==> config.mk <==
export PLATFORM = sky130hd
export DESIGN_NAME = denorm_16bit
export DESIGN_NICKNAME = d
export VERILOG_FILES = /design/src/rtl/denorm_16bit_pkg.sv /design/src/rtl/denorm_shift_stage.sv /design/src/rtl/denorm_16bit.sv
export SDC_FILE = /design/constraint.sdc
export NUM_CORES = 1
export LEC_CHECK = 0
export CAP_MARGIN = 0
export CORE_MARGIN = 3
export CORE_UTILIZATION = 45
export DETAILED_ROUTE_END_ITERATION = 16
export GPL_TIMING_DRIVEN = 0
export PLACE_DENSITY = 0.68
export SYNTH_ARGS = -nofsm -noshare
export SYNTH_HDL_FRONTEND = slang
export SYNTH_HIERARCHICAL = 1
export SYNTH_SLANG_ARGS = --single-unit
export TNS_END_PERCENT = 1
==> constraint.sdc <==
create_clock -name clk -period 1.7 [get_ports clk]
set_input_delay 0.255 -clock clk [delete_from_list [all_inputs] [get_ports clk]]
set_output_delay 0.255 -clock clk [all_outputs]
set_load 0.01 [all_outputs]
==> src/rtl/denorm_16bit_pkg.sv <==
// Shared widths and the inter-stage payload of the two-stage denormalizer.
package denorm_16bit_pkg;

    localparam int unsigned MANT_W = 16;
    localparam int unsigned LZC_W  = 4;
    localparam int unsigned AMT_W  = 2;

    typedef struct packed {
        logic [MANT_W-1:0] mant;
        logic [AMT_W-1:0]  lzc;
        logic              zero;
        logic              rnd;
    } stage_t;

endpackage

==> src/rtl/denorm_shift_stage.sv <==
// One pipeline register slice that right-shifts its payload by in_amt << SHIFT_LOG2.
// DENORM_ROUND_EN: track the last shifted-out bit; the FINAL stage adds it to the result.
module denorm_shift_stage
    import denorm_16bit_pkg::*;
#(
    parameter int unsigned SHIFT_LOG2 = 0,
    parameter bit          FINAL      = 1'b0
) (
    input  logic             clk,
    input  logic             rst,
    input  logic             in_valid,
    output logic             in_ready,
    input  stage_t           in_data,
    input  logic [AMT_W-1:0] in_amt,
    output logic             out_valid,
    input  logic             out_ready,
    output stage_t           out_data
);

    logic [LZC_W-1:0] sh;
    stage_t           nxt;

    assign sh = LZC_W'(in_amt) << SHIFT_LOG2;

    // Shift; a zero shift keeps the guard bit produced upstream.
    always_comb begin
        nxt      = in_data;
        nxt.mant = in_data.mant >> sh;
`ifdef DENORM_ROUND_EN
        if (sh != '0) begin
            nxt.rnd = in_data.mant[sh - LZC_W'(1)];
        end
        if (FINAL) begin
            nxt.mant = nxt.mant + MANT_W'(nxt.rnd);
        end
`endif
        if (FINAL) begin
            nxt.rnd = 1'b0;
        end
    end

    assign in_ready = !out_valid || out_ready;

    always_ff @(posedge clk or posedge rst) begin
        if (rst) begin
            out_valid <= 1'b0;
            out_data  <= '0;
        end else if (in_ready) begin
            out_valid <= in_valid;
            if (in_valid) begin
                out_data <= nxt;
            end
        end
    end

endmodule

==> src/rtl/denorm_16bit.sv <==
// Restores a normalized 16-bit mantissa by shifting right by its leading-zero count.
// Optional round-half-up on the last shifted-out bit when DENORM_ROUND_EN is defined.
module denorm_16bit
    import denorm_16bit_pkg::*;
#(
    parameter bit ERR_STICKY = 1'b1
) (
    input  logic              clk,
    input  logic              rst,
    input  logic              in_valid,
    output logic              in_ready,
    input  logic [MANT_W-1:0] in_mant,
    input  logic [LZC_W-1:0]  in_lzc,
    input  logic              in_zero,
    output logic              out_valid,
    input  logic              out_ready,
    output logic [MANT_W-1:0] out_data,
    output logic              norm_err
);

    stage_t s1_in;
    stage_t s1_out;
    stage_t s2_out;
    logic   s1_valid;
    logic   s2_ready;
    logic   unused_s2;

    // A zero operand enters as an all-zero mantissa so lzc becomes irrelevant.
    always_comb begin
        s1_in      = '0;
        s1_in.mant = in_zero ? '0 : in_mant;
        s1_in.lzc  = in_lzc[AMT_W-1:0];
        s1_in.zero = in_zero;
    end

    denorm_shift_stage #(.SHIFT_LOG2(2), .FINAL(1'b0)) u_stage1 (
        .clk       (clk),
        .rst       (rst),
        .in_valid  (in_valid),
        .in_ready  (in_ready),
        .in_data   (s1_in),
        .in_amt    (in_lzc[LZC_W-1:AMT_W]),
        .out_valid (s1_valid),
        .out_ready (s2_ready),
        .out_data  (s1_out)
    );

    denorm_shift_stage #(.SHIFT_LOG2(0), .FINAL(1'b1)) u_stage2 (
        .clk       (clk),
        .rst       (rst),
        .in_valid  (s1_valid),
        .in_ready  (s2_ready),
        .in_data   (s1_out),
        .in_amt    (s1_out.lzc),
        .out_valid (out_valid),
        .out_ready (out_ready),
        .out_data  (s2_out)
    );

    assign out_data  = s2_out.mant;
    assign unused_s2 = ^{s2_out.lzc, s2_out.zero, s2_out.rnd};

    // Malformed mantissa flag, judged on the accepted input itself.
    always_ff @(posedge clk or posedge rst) begin
        if (rst) begin
            norm_err <= 1'b0;
        end else if (in_valid && in_ready && !in_zero && !in_mant[MANT_W-1]) begin
            norm_err <= 1'b1;
        end else if (!ERR_STICKY) begin
            norm_err <= 1'b0;
        end
    end

endmodule

Yosys cells after proc, flatten, opt, wreduce, memory -nomap -nowiden
Cells that the tools add are included.
Widths: inputs -> output; s select.
{ "classes": {"n_shift": 2, "n_mux": 1, "n_reduce_logical": 11} }
{ "op_table": {"columns": ["cell", "count"], "rows": [
  ["$mux 16", 1],
  ["$shr 16x2->16", 1],
  ["$shr 16x4->16", 1],
  ["$logic_not 1->1", 4],
  ["$reduce_and 2->1", 2],
  ["$logic_and 1x1->1", 3],
  ["$logic_or 1x1->1", 2]
]} }
{ "word_totals": {"regBits": 37, "out_inout_bits": 19} }

Depth between registers and ports, before layout
Gate-level depths: netlist of run 1.
{ "depth": {"word_depth": 6, "mapped_depth": 6, "depth_no_buf": 5} }

Cells and area by module
The synthesis of run 1 kept the hierarchy.
{ "modules_own_cells": {"columns": ["mod", "instances", "cells_each", "area_each_um2", "seq_area_each_um2"], "rows": [
  ["denorm_shift_stage at u_stage1", 1, 84, 1076.0, 525.5],
  ["denorm_shift_stage at u_stage2", 1, 88, 1007.2, 500.5],
  ["denorm_16bit", 1, 22, 157.7, 25.0]
]} }

Worst setup path before layout of run 1
No wires, ideal clock.
{ "synth_path": {"path_kind": "reg-to-reg", "start": "reg u_stage2.out_valid", "end": "reg u_stage1/out_data[10] (netlist name)", "setup_ns": 0.125, "arrival_time_ns": 1.542, "required_ns": 1.575, "setup_slack_ns": 0.034, "path_stages_with_launch": 7, "cell_sequence": "dfrtp_1 nor2b_2 inv_1 nand2b_2 nand2_1 buf_4 mux2_2"} }
{ "synth_via": {"elab_chain_cells": 4} }
{ "synth_lines": {"columns": ["element", "line_no", "text"], "rows": [
  ["start, declared", "denorm_shift_stage.sv:15", "output logic out_valid,"],
  ["start signal, assigned", "denorm_shift_stage.sv:49", "out_valid <= in_valid;"],
  ["$logic_not 1->1", "denorm_shift_stage.sv:42", "assign in_ready = !out_valid || out_ready;"],
  ["$logic_or 1x1->1", "denorm_shift_stage.sv:42", null],
  ["net s2_ready", "denorm_16bit.sv:25", "logic s2_ready;"],
  ["$logic_or 1x1->1", "denorm_shift_stage.sv:42", null],
  ["net in_ready", "denorm_16bit.sv:11", "output logic in_ready,"],
  ["$reduce_and 2->1 (no line)", null, null],
  ["end signal, assigned", "denorm_shift_stage.sv:51", "out_data <= nxt;"],
  ["end, declared", "denorm_shift_stage.sv:17", "output stage_t out_data"]
]} }
The timed path passes the listed nets, and every way through them passes these cells.
A chain may end at the register's enable or synchronous reset.

Final worst setup path of run 1
{ "layout_path": {"start": "in out_ready", "end": "out in_ready"} }
{ "layout_via": {"elab_chain_cells": 2} }
{ "layout_lines": {"columns": ["element", "line_no", "text"], "rows": [
  ["start, declared", "denorm_16bit.sv:16", "input logic out_ready,"],
  ["$logic_or 1x1->1", "denorm_shift_stage.sv:42", null],
  ["net s2_ready", "denorm_16bit.sv:25", null],
  ["$logic_or 1x1->1", "denorm_shift_stage.sv:42", null],
  ["end, declared", "denorm_16bit.sv:11", null]
]} }
The timed path passes the listed nets, and every way through them passes these cells.

==> results.cfg, run 1 <==
[run_status]
status = finished, final reports clean

[layout]
nFillCells = 334
drive_above_1_share = 0.165
multiInputGateArea_um2 = 1010
diodes = 0
final_cells = 280
seqCellArea_um2 = 926
post-route-util = 0.624
nets = 255
area_delta_synth_final_pct = 28.2
stdcell_area_um2 = 2620

[clock_tree]
cts_tree = done
cts_buffers = 5
cts-root-buf = clkbuf_8
clk_pin_slew_ns = 0.07
htreeDepth = 2
cts.sinks = 37
clk_path_buf_depth = 2
clk_latency_ns = 0.28

[detailed_routing]
postRouteAntennaNets = 0
drt_iter0_drc = 69
vias = 1549
drt-total-wl_mm = 4.22
drcViolationCount = 0
avgRoutedWirePerCell_um = 15.1
via_per_inst = 5.53
first_pass_iters = 4

[yosys]
synth_area_um2 = 2040
yosys_warnings = 6
syn_inst = 181
syn_area_per_cell_um2 = 11.3
synth_nets = 206

[placement]
gp_congestion = 0.798
post_dp_cell_area_um2 = 2520
io_buffers = 41
placed_cells = 272
dp_hpwl_mm = 3.43

[timing]
slew_violations = 0
finalClockSkew_ns = 0.00200
setup_tns_ns = 0
fin_crit_sh = 0.951
rsz0062_at_grt = no
setup_viol = 0
hold_violations = 0
period_needed_ns = 1.62
maxSlewHeadroom = 0.537
tightest_slew_ns = 0.693
fmax_mhz = 618

[global_route]
grt_pass1_vias = 1602
grt_max_degree = 20
grt_pass1_wl_mm = 7.39
grt_usage = 0.176
antenna_found_initial = 0
grt_overflow = 0

[setup_path]
critPathKind = primary input to output port
r2r-end = u_stage2/out_data[8]$_DFFE_PP0P_
cpPeakStageDelay_ns = 0.51
cp_slowest_cell = clkdlybuf4s50_1
cp.arrival_ns = 1.36
cp-end-kind = output port
crit_chain = clkdlybuf4s50_1, nor2b_4, inv_1, nand2b_4, clkdlybuf4s15_1
required_ns = 1.44
crit_fanout = 8
start_kind = primary input
r2r-start = u_stage1/out_data[3]$_DFFE_PP0P_
crit_end = in_ready
cp-startpoint = out_ready
rrSetupSlack_ns = 0.19
r2r_cells = 4

[power]
power_frac_clock = 0.258
switchingPower_uw = 643
p_leak_uw = 0.00122
netSwitchingFraction = 0.277
vdd_ir_drop_max_v = 0.000295
pwr-share-seq = 0.465
power_density_nw_per_um2 = 885
p_int_uw = 1680
p_comb_frac = 0.277

[floorplan]
rows = 23
die_area_um2 = 5390
pin_count = 44
die_y_um = 73.4
fp.dieW_um = 73.4
initial_core_util = 0.487
fp.coreArea_um2 = 4200

[min_path]
hold_path.class = primary input to async pin

[job]
drv_cap = 0
[flip-flops by register name (all words and copies together), names as in the netlist]
name,flops
u_stage1/out_data,18
u_stage2/out_data,16
norm_err,1
u_stage2/out_valid,1
u_stage1/out_valid,1
[critical path: cells and delay by family]
kind,cells,cell delay [ns]
AND/OR/NAND/NOR,2,0.23
buffers and inverters,3,0.87
[placed cells by master, fill, tap and decap left out, drive strengths merged]
cell	count
o21ai	19
mux2i	31
o41ai	1
inv	6
nand2b	2
o31ai	1
clkbuf	8
mux2	15
nor2b	13
nand2	4
nand3b	4
and4	4
nand3	1
nor2	6
o22ai	1
dfrtp	37
buf	13
a31o	1
or3	1
a21o	4
o221ai	13
clkdlybuf4s50	40
and2b	4
clkdlybuf4s15	1
[metrics by stage]
stage / worst slack [ns] / total power [uW] / hold slack [ns]
3_3_place_gp: -0.362 / 1720 / 0.451
3_5_place_dp: -0.407 / 1740 / 0.480
4_1_cts: 0.0314 / 2340 / 0.173
6_report: 0.0830 / 2320 / 0.186
5_1_grt: 0.00577 / 2450 / 0.190
2_1_floorplan: 0.0435 / 1450 / -0.0163
[layer usage]
metal | track usage | vias to the layer above | routed length (um) | part of all wire
met2 | 0.294 | 53 | 2070 | 0.49
met4 | 0.0543 | 0 | 30 | 0.0071
met1 | 0.228 | 738 | 1910 | 0.45
met5 | 0 | - | 0 | 0
met3 | 0.0383 | 2 | 218 | 0.052
li1 | - | 756 | - | -
[power by group through the flow]
| stage | registers (uW) | clock network [uW] | logic (uW) |
|---|---|---|---|
| after global placement | 1080 | 0 | 630 |
| after global routing | 1100 | 650 | 700 |
| after detailed placement | 1100 | 0 | 641 |
| final | 1080 | 599 | 642 |
| after floorplan | 1110 | 0 | 338 |
| after CTS | 1080 | 615 | 648 |
[worst min-delay path by stage]
stage	endpoint	slack (ns)	from
final	norm_err$_DFFE_PP0P_	0.19	rst
after global routing	norm_err$_DFFE_PP0P_	0.19	rst
after CTS	norm_err$_DFFE_PP0P_	0.17	rst
after detailed placement	norm_err$_DFFE_PP0P_	0.48	rst
after global placement	norm_err$_DFFE_PP0P_	0.45	norm_err$_DFFE_PP0P_
after floorplan	norm_err$_DFFE_PP0P_	-0.02	rst
[cell type report]
| type | instances | area share |
|---|---|---|
| buffer | 13 | 0.0377 |
| timing repair buffer | 42 | 0.159 |
| clock buffer | 7 | 0.0329 |
| tap | 50 | 0.0239 |
| sequential | 37 | 0.353 |
| multi-input combinational | 125 | 0.384 |
| inverter | 6 | 0.00859 |
[what timing repair did]
action                     4_1_cts  5_1_grt
hold buffers                     0        0
setup buffers                    1        0
setup endpoints to repair       15        1
resized for setup                3        1
Power figures use the tool's default switching activity.
==> inputs of run 2 (changes only) <==
--- a/config.mk
+++ b/config.mk
@@ -6,8 +6,8 @@
 export NUM_CORES = 1
 export LEC_CHECK = 0
 export CAP_MARGIN = 0
-export CORE_MARGIN = 3
 export CORE_UTILIZATION = 45
+export CTS_BUF_LIST = sky130_fd_sc_hd__clkbuf_8
 export DETAILED_ROUTE_END_ITERATION = 16
 export GPL_TIMING_DRIVEN = 0
 export PLACE_DENSITY = 0.68
==> run 2 against run 1 <==
Against the previous run: wire length increased by 1.6%; via count stayed put; largest cell class unchanged; worst hold slack lost 0.011 ns.
==> results.cfg, run 2 (synthesis results as in run 1) <==
[run_status]
status = finished, final reports clean

[clock_tree]
cts-root-buf = clkbuf_8
htreeDepth = 2
clk_latency_ns = 0.28
cts.sinks = 37
clk_path_buf_depth = 2
cts_buffers = 5
cts_tree = done
clk_pin_slew_ns = 0.07

[layout]
nets = 255
largest_register_ffs = 18
drive_above_1_share = 0.165
post-route-util = 0.603
final_cells = 282
final_cell_mix = clkdlybuf4s50_1, dfrtp_1, mux2i_1
biggestRegsByFlops = u_stage1/out_data (18), u_stage2/out_data (16)
top_register = u_stage1/out_data
diodes = 0
area_delta_synth_final_pct = 28.4
mostFrequentLayoutCell = clkdlybuf4s50_1

[floorplan]
rows = 24
fp.dieW_um = 69.4
die_y_um = 69.4
pin_count = 44
fp.coreArea_um2 = 4350
initial_core_util = 0.470
die_area_um2 = 4820

[timing]
tightest_slew_ns = 0.694
slew_violations = 0
rsz0062_at_grt = no
period_needed_ns = 1.65
setup_tns_ns = 0
hold_violations = 0
fin_crit_sh = 0.968
setup_viol = 0
fmax_mhz = 608
finalClockSkew_ns = 0.00339
maxSlewHeadroom = 0.537

[setup_path]
start_kind = primary input
critPathKind = primary input to output port
cp.arrival_ns = 1.39
rrSetupSlack_ns = 0.18
crit_fanout = 8
cp-end-kind = output port
required_ns = 1.44

[min_path]
hold_path.class = primary input to async pin

[detailed_routing]
postRouteAntennaNets = 0
drcViolationCount = 0
first_pass_iters = 4
drt-total-wl_mm = 4.29
vias = 1549
drt_iter0_drc = 71
via_per_inst = 5.49
route.met2.wl_mm = 2.13
wl_met1_mm = 1.96
wl_met3_um = 149
top_layer_used = met4
avgRoutedWirePerCell_um = 15.2

[global_route]
grt_pass1_wl_mm = 7.53
grt_max_degree = 20
grt_pass1_vias = 1560
grt_usage = 0.196
grt_overflow = 0
antenna_found_initial = 0

[placement]
dp_hpwl_mm = 3.45
gp_congestion = 0.810
placed_cells = 274
io_buffers = 41

[power]
vdd_ir_drop_max_v = 0.000321
p_total_uw = 2320
power_density_nw_per_um2 = 884
p_leak_uw = 0.00124

[job]
drv_cap = 0
## run 2: cell types whose count changed in the layout (fill, tap and decap cells not counted)
cell / delta
clkdlybuf4s15_1: -1
inv_1: +1
dlygate4sd2_1: +1
dlymetal6s2s_1: +1
clkbuf_1: -1
clkdlybuf4s50_1: -1
## run 2: what timing repair did
action	in CTS	in global routing
hold endpoints to repair	0	0
pin swaps	0	0
resized for setup	3	1
setup endpoints to repair	15	2
buffers inserted	1	0
hold buffers	0	0
## run 2: path summary, 6_finish.rpt
check                                               start                                 to  cells past startpoint
setup / recovery                                out_ready                           in_ready                      5
hold / removal                                        rst               norm_err$_DFFE_PP0P_                      2
setup reg to reg           u_stage2/out_valid$_DFFE_PP0P_   u_stage1/out_data[8]$_DFFE_PP0P_                      6
hold reg to reg                      norm_err$_DFFE_PP0P_               norm_err$_DFFE_PP0P_                      1
max in group asynchronous                             rst   u_stage1/out_data[9]$_DFFE_PP0P_                      2
min in group clk                                in_lzc[2]  u_stage1/out_data[15]$_DFFE_PP0P_                      4
## run 2: report_power, final
| group | switching (uW) | total (uW) | leakage, uW | internal, uW |
|---|---|---|---|---|
| combinational | 289 | 645 | 0.000706 | 356 |
| clock | 284 | 599 | 0.0000485 | 315 |
| sequential | 77.9 | 1080 | 0.000482 | 999 |
## run 2: final cells by class
type	instances	area [um2]
Buffer	13	98.8
Clock buffer	6	82.6
Clock inverter	1	3.75
Fill cell	356	1730
Inverter	6	22.5
Multi-Input combinational cell	125	1010
Sequential cell	37	926
Tap cell	52	65.1
Timing Repair Buffer	42	419
## run 2: metal layers
| layer | up-vias | global-route usage |
|---|---|---|
| met4 | 0 | 0.0612 |
| met2 | 44 | 0.341 |
| li1 | 759 | - |
| met5 | - | 0 |
| met3 | 5 | 0.0363 |
| met1 | 741 | 0.246 |
## run 2: per-stage QoR
| step | setup WS, ns | hold slack (ns) | area [um2] |
|---|---|---|---|
| final | 0.0541 | 0.175 | 2630 |
| after global placement | -0.363 | 0.450 | 2520 |
| after global routing | 0.00177 | 0.201 | 2630 |
| after floorplan | 0.0435 | -0.0163 | 2040 |
| after detailed placement | -0.376 | 0.463 | 2520 |
| after CTS | 0.0580 | 0.172 | 2620 |
## run 2: critical path, cell delays in order
cell and delay, ns:
clkdlybuf4s50_1 0.50, nor2b_4 0.05, inv_1 0.12, nand2b_4 0.18
dlygate4sd2_1 0.28
==> inputs of run 3 (changes only) <==
--- a/config.mk
+++ b/config.mk
@@ -6,11 +6,11 @@
 export NUM_CORES = 1
 export LEC_CHECK = 0
 export CAP_MARGIN = 0
-export CORE_UTILIZATION = 45
+export CORE_UTILIZATION = 54
 export CTS_BUF_LIST = sky130_fd_sc_hd__clkbuf_8
 export DETAILED_ROUTE_END_ITERATION = 16
 export GPL_TIMING_DRIVEN = 0
-export PLACE_DENSITY = 0.68
+export PLACE_DENSITY = 0.8
 export SYNTH_ARGS = -nofsm -noshare
 export SYNTH_HDL_FRONTEND = slang
 export SYNTH_HIERARCHICAL = 1
==> run 3 against run 2 <==
Against the previous run: die area decreased by 16%; sequential cell count unchanged; worst setup slack improved by 0.016 ns; worst hold slack better by 0.016 ns; non-clock buffer count unchanged; sequential power barely moved; first-iteration DRC count rose by 75%; critical endpoint unchanged; largest cell class unchanged; largest power group unchanged; highest routed layer unchanged.
==> results.cfg, run 3 (synthesis results as in run 1) <==
[run_status]
status = finished, final reports clean

[clock_tree]
cts-root-buf = clkbuf_8
clk_latency_ns = 0.28
cts_tree = done
cts_buffers = 5
clk_path_buf_depth = 2
htreeDepth = 2
cts.sinks = 37
clk_pin_slew_ns = 0.07

[global_route]
grt_max_degree = 20
grt_overflow = 0
antenna_found_initial = 0
grt_pass1_vias = 1560
grt_usage = 0.229
grt_pass1_wl_mm = 7.09

[layout]
nets = 255
drive_above_1_share = 0.160
biggestRegsByFlops = u_stage1/out_data (18), u_stage2/out_data (16)
nFillCells = 275
area_delta_synth_final_pct = 27.7
mostFrequentLayoutCell = clkdlybuf4s50_1
diodes = 0
stdcell_area_um2 = 2610
top_register = u_stage1/out_data
largest_register_ffs = 18
final_cell_mix = clkdlybuf4s50_1, dfrtp_1, mux2i_1

[detailed_routing]
first_pass_iters = 4
drcViolationCount = 0
drt_iter0_drc = 124
postRouteAntennaNets = 0
avgRoutedWirePerCell_um = 15.2
via_per_inst = 5.76
drt-total-wl_mm = 4.20
vias = 1595

[floorplan]
fp.coreArea_um2 = 3470
pin_count = 44
die_y_um = 63.5
initial_core_util = 0.589
die_area_um2 = 4040
rows = 21
fp.dieW_um = 63.5

[setup_path]
cp.arrival_ns = 1.38
crit_fanout = 8
r2r-start = u_stage1/out_data[3]$_DFFE_PP0P_
start_kind = primary input
cp-startpoint = out_ready
required_ns = 1.44
critPathKind = primary input to output port
cp-end-kind = output port

[timing]
fin_crit_sh = 0.959
rsz0062_at_grt = no
setup_viol = 0
tightest_slew_ns = 0.670
fmax_mhz = 613
hold_violations = 0
period_needed_ns = 1.63
maxSlewHeadroom = 0.553
slew_violations = 0
finalClockSkew_ns = 0.00868
setup_tns_ns = 0

[placement]
dp_hpwl_mm = 3.28
gp_congestion = 0.839
io_buffers = 41
post_dp_cell_area_um2 = 2510

[power]
vdd_ir_drop_max_v = 0.000474
p_leak_uw = 0.00123
power_density_nw_per_um2 = 872

[min_path]
hold_path.class = primary input to async pin

[job]
drv_cap = 0
==> run 3: what timing repair did <==
item / in CTS / in global routing
resized for setup: 3 / 1
setup endpoints to repair: 15 / 1
cloned: 0 / 0
hold buffers: 0 / 0
setup buffers: 1 / 0
==> run 3: cell type report <==
class / count / area, um2 / area share
Buffer: 13 / 98.8 / 0.0379
Inverter: 6 / 22.5 / 0.00863
Clock buffer: 5 / 68.8 / 0.0264
Clock inverter: 3 / 11.3 / 0.00431
Timing Repair Buffer: 42 / 418 / 0.160
Tap cell: 46 / 57.6 / 0.0221
Multi-Input combinational cell: 125 / 1010 / 0.386
Sequential cell: 37 / 926 / 0.355
==> run 3: through the flow <==
step / setup WS (ns) / instances / hold WS, ns / util / power [uW]
after floorplan: 0.0435 / 181 / -0.0163 / - / 1450
after global placement: -0.351 / 268 / 0.451 / 0.724 / 1710
after detailed placement: -0.369 / 268 / 0.472 / 0.724 / 1730
after CTS: 0.0516 / 277 / 0.179 / 0.752 / 2300
after global routing: 0.00213 / 277 / 0.195 / 0.753 / 2400
final: 0.0697 / 277 / 0.191 / 0.753 / 2280
==> run 3: worst max-delay path, stage by stage <==
cell,delay [ns]
clkdlybuf4s50_1,0.51
nor2b_4,0.05
inv_1,0.12
nand2b_4,0.18
clkdlybuf4s15_1,0.25
==> run 3: layer usage <==
| metal | vias to the layer above | track usage | wire length, um |
|---|---|---|---|
| li1 | 763 | - | - |
| met1 | 755 | 0.275 | 1850 |
| met2 | 72 | 0.399 | 2090 |
| met3 | 5 | 0.0507 | 220 |
| met4 | 0 | 0.0767 | 43 |
| met5 | - | 0 | 0 |
==> run 3: final timing paths <==
check                                                    end  slack (ns)  depth (start not counted)
setup / recovery                                    in_ready        0.07                          5
hold / removal                          norm_err$_DFFE_PP0P_        0.19                          2
min in group clk           u_stage1/out_data[15]$_DFFE_PP0P_        0.47                          4
setup reg to reg            u_stage2/out_data[6]$_DFFE_PP0P_        0.17                          4
hold reg to reg                         norm_err$_DFFE_PP0P_        0.48                          1
max in group asynchronous   u_stage1/out_data[5]$_DFFE_PP0P_        0.81                          2
==> run 3: power breakdown <==
| part | leakage (uW) | switching (uW) | internal (uW) |
|---|---|---|---|
| clock | 0.0000519 | 280 | 273 |
| sequential | 0.000482 | 77.5 | 1000 |
| combinational | 0.000698 | 289 | 357 |
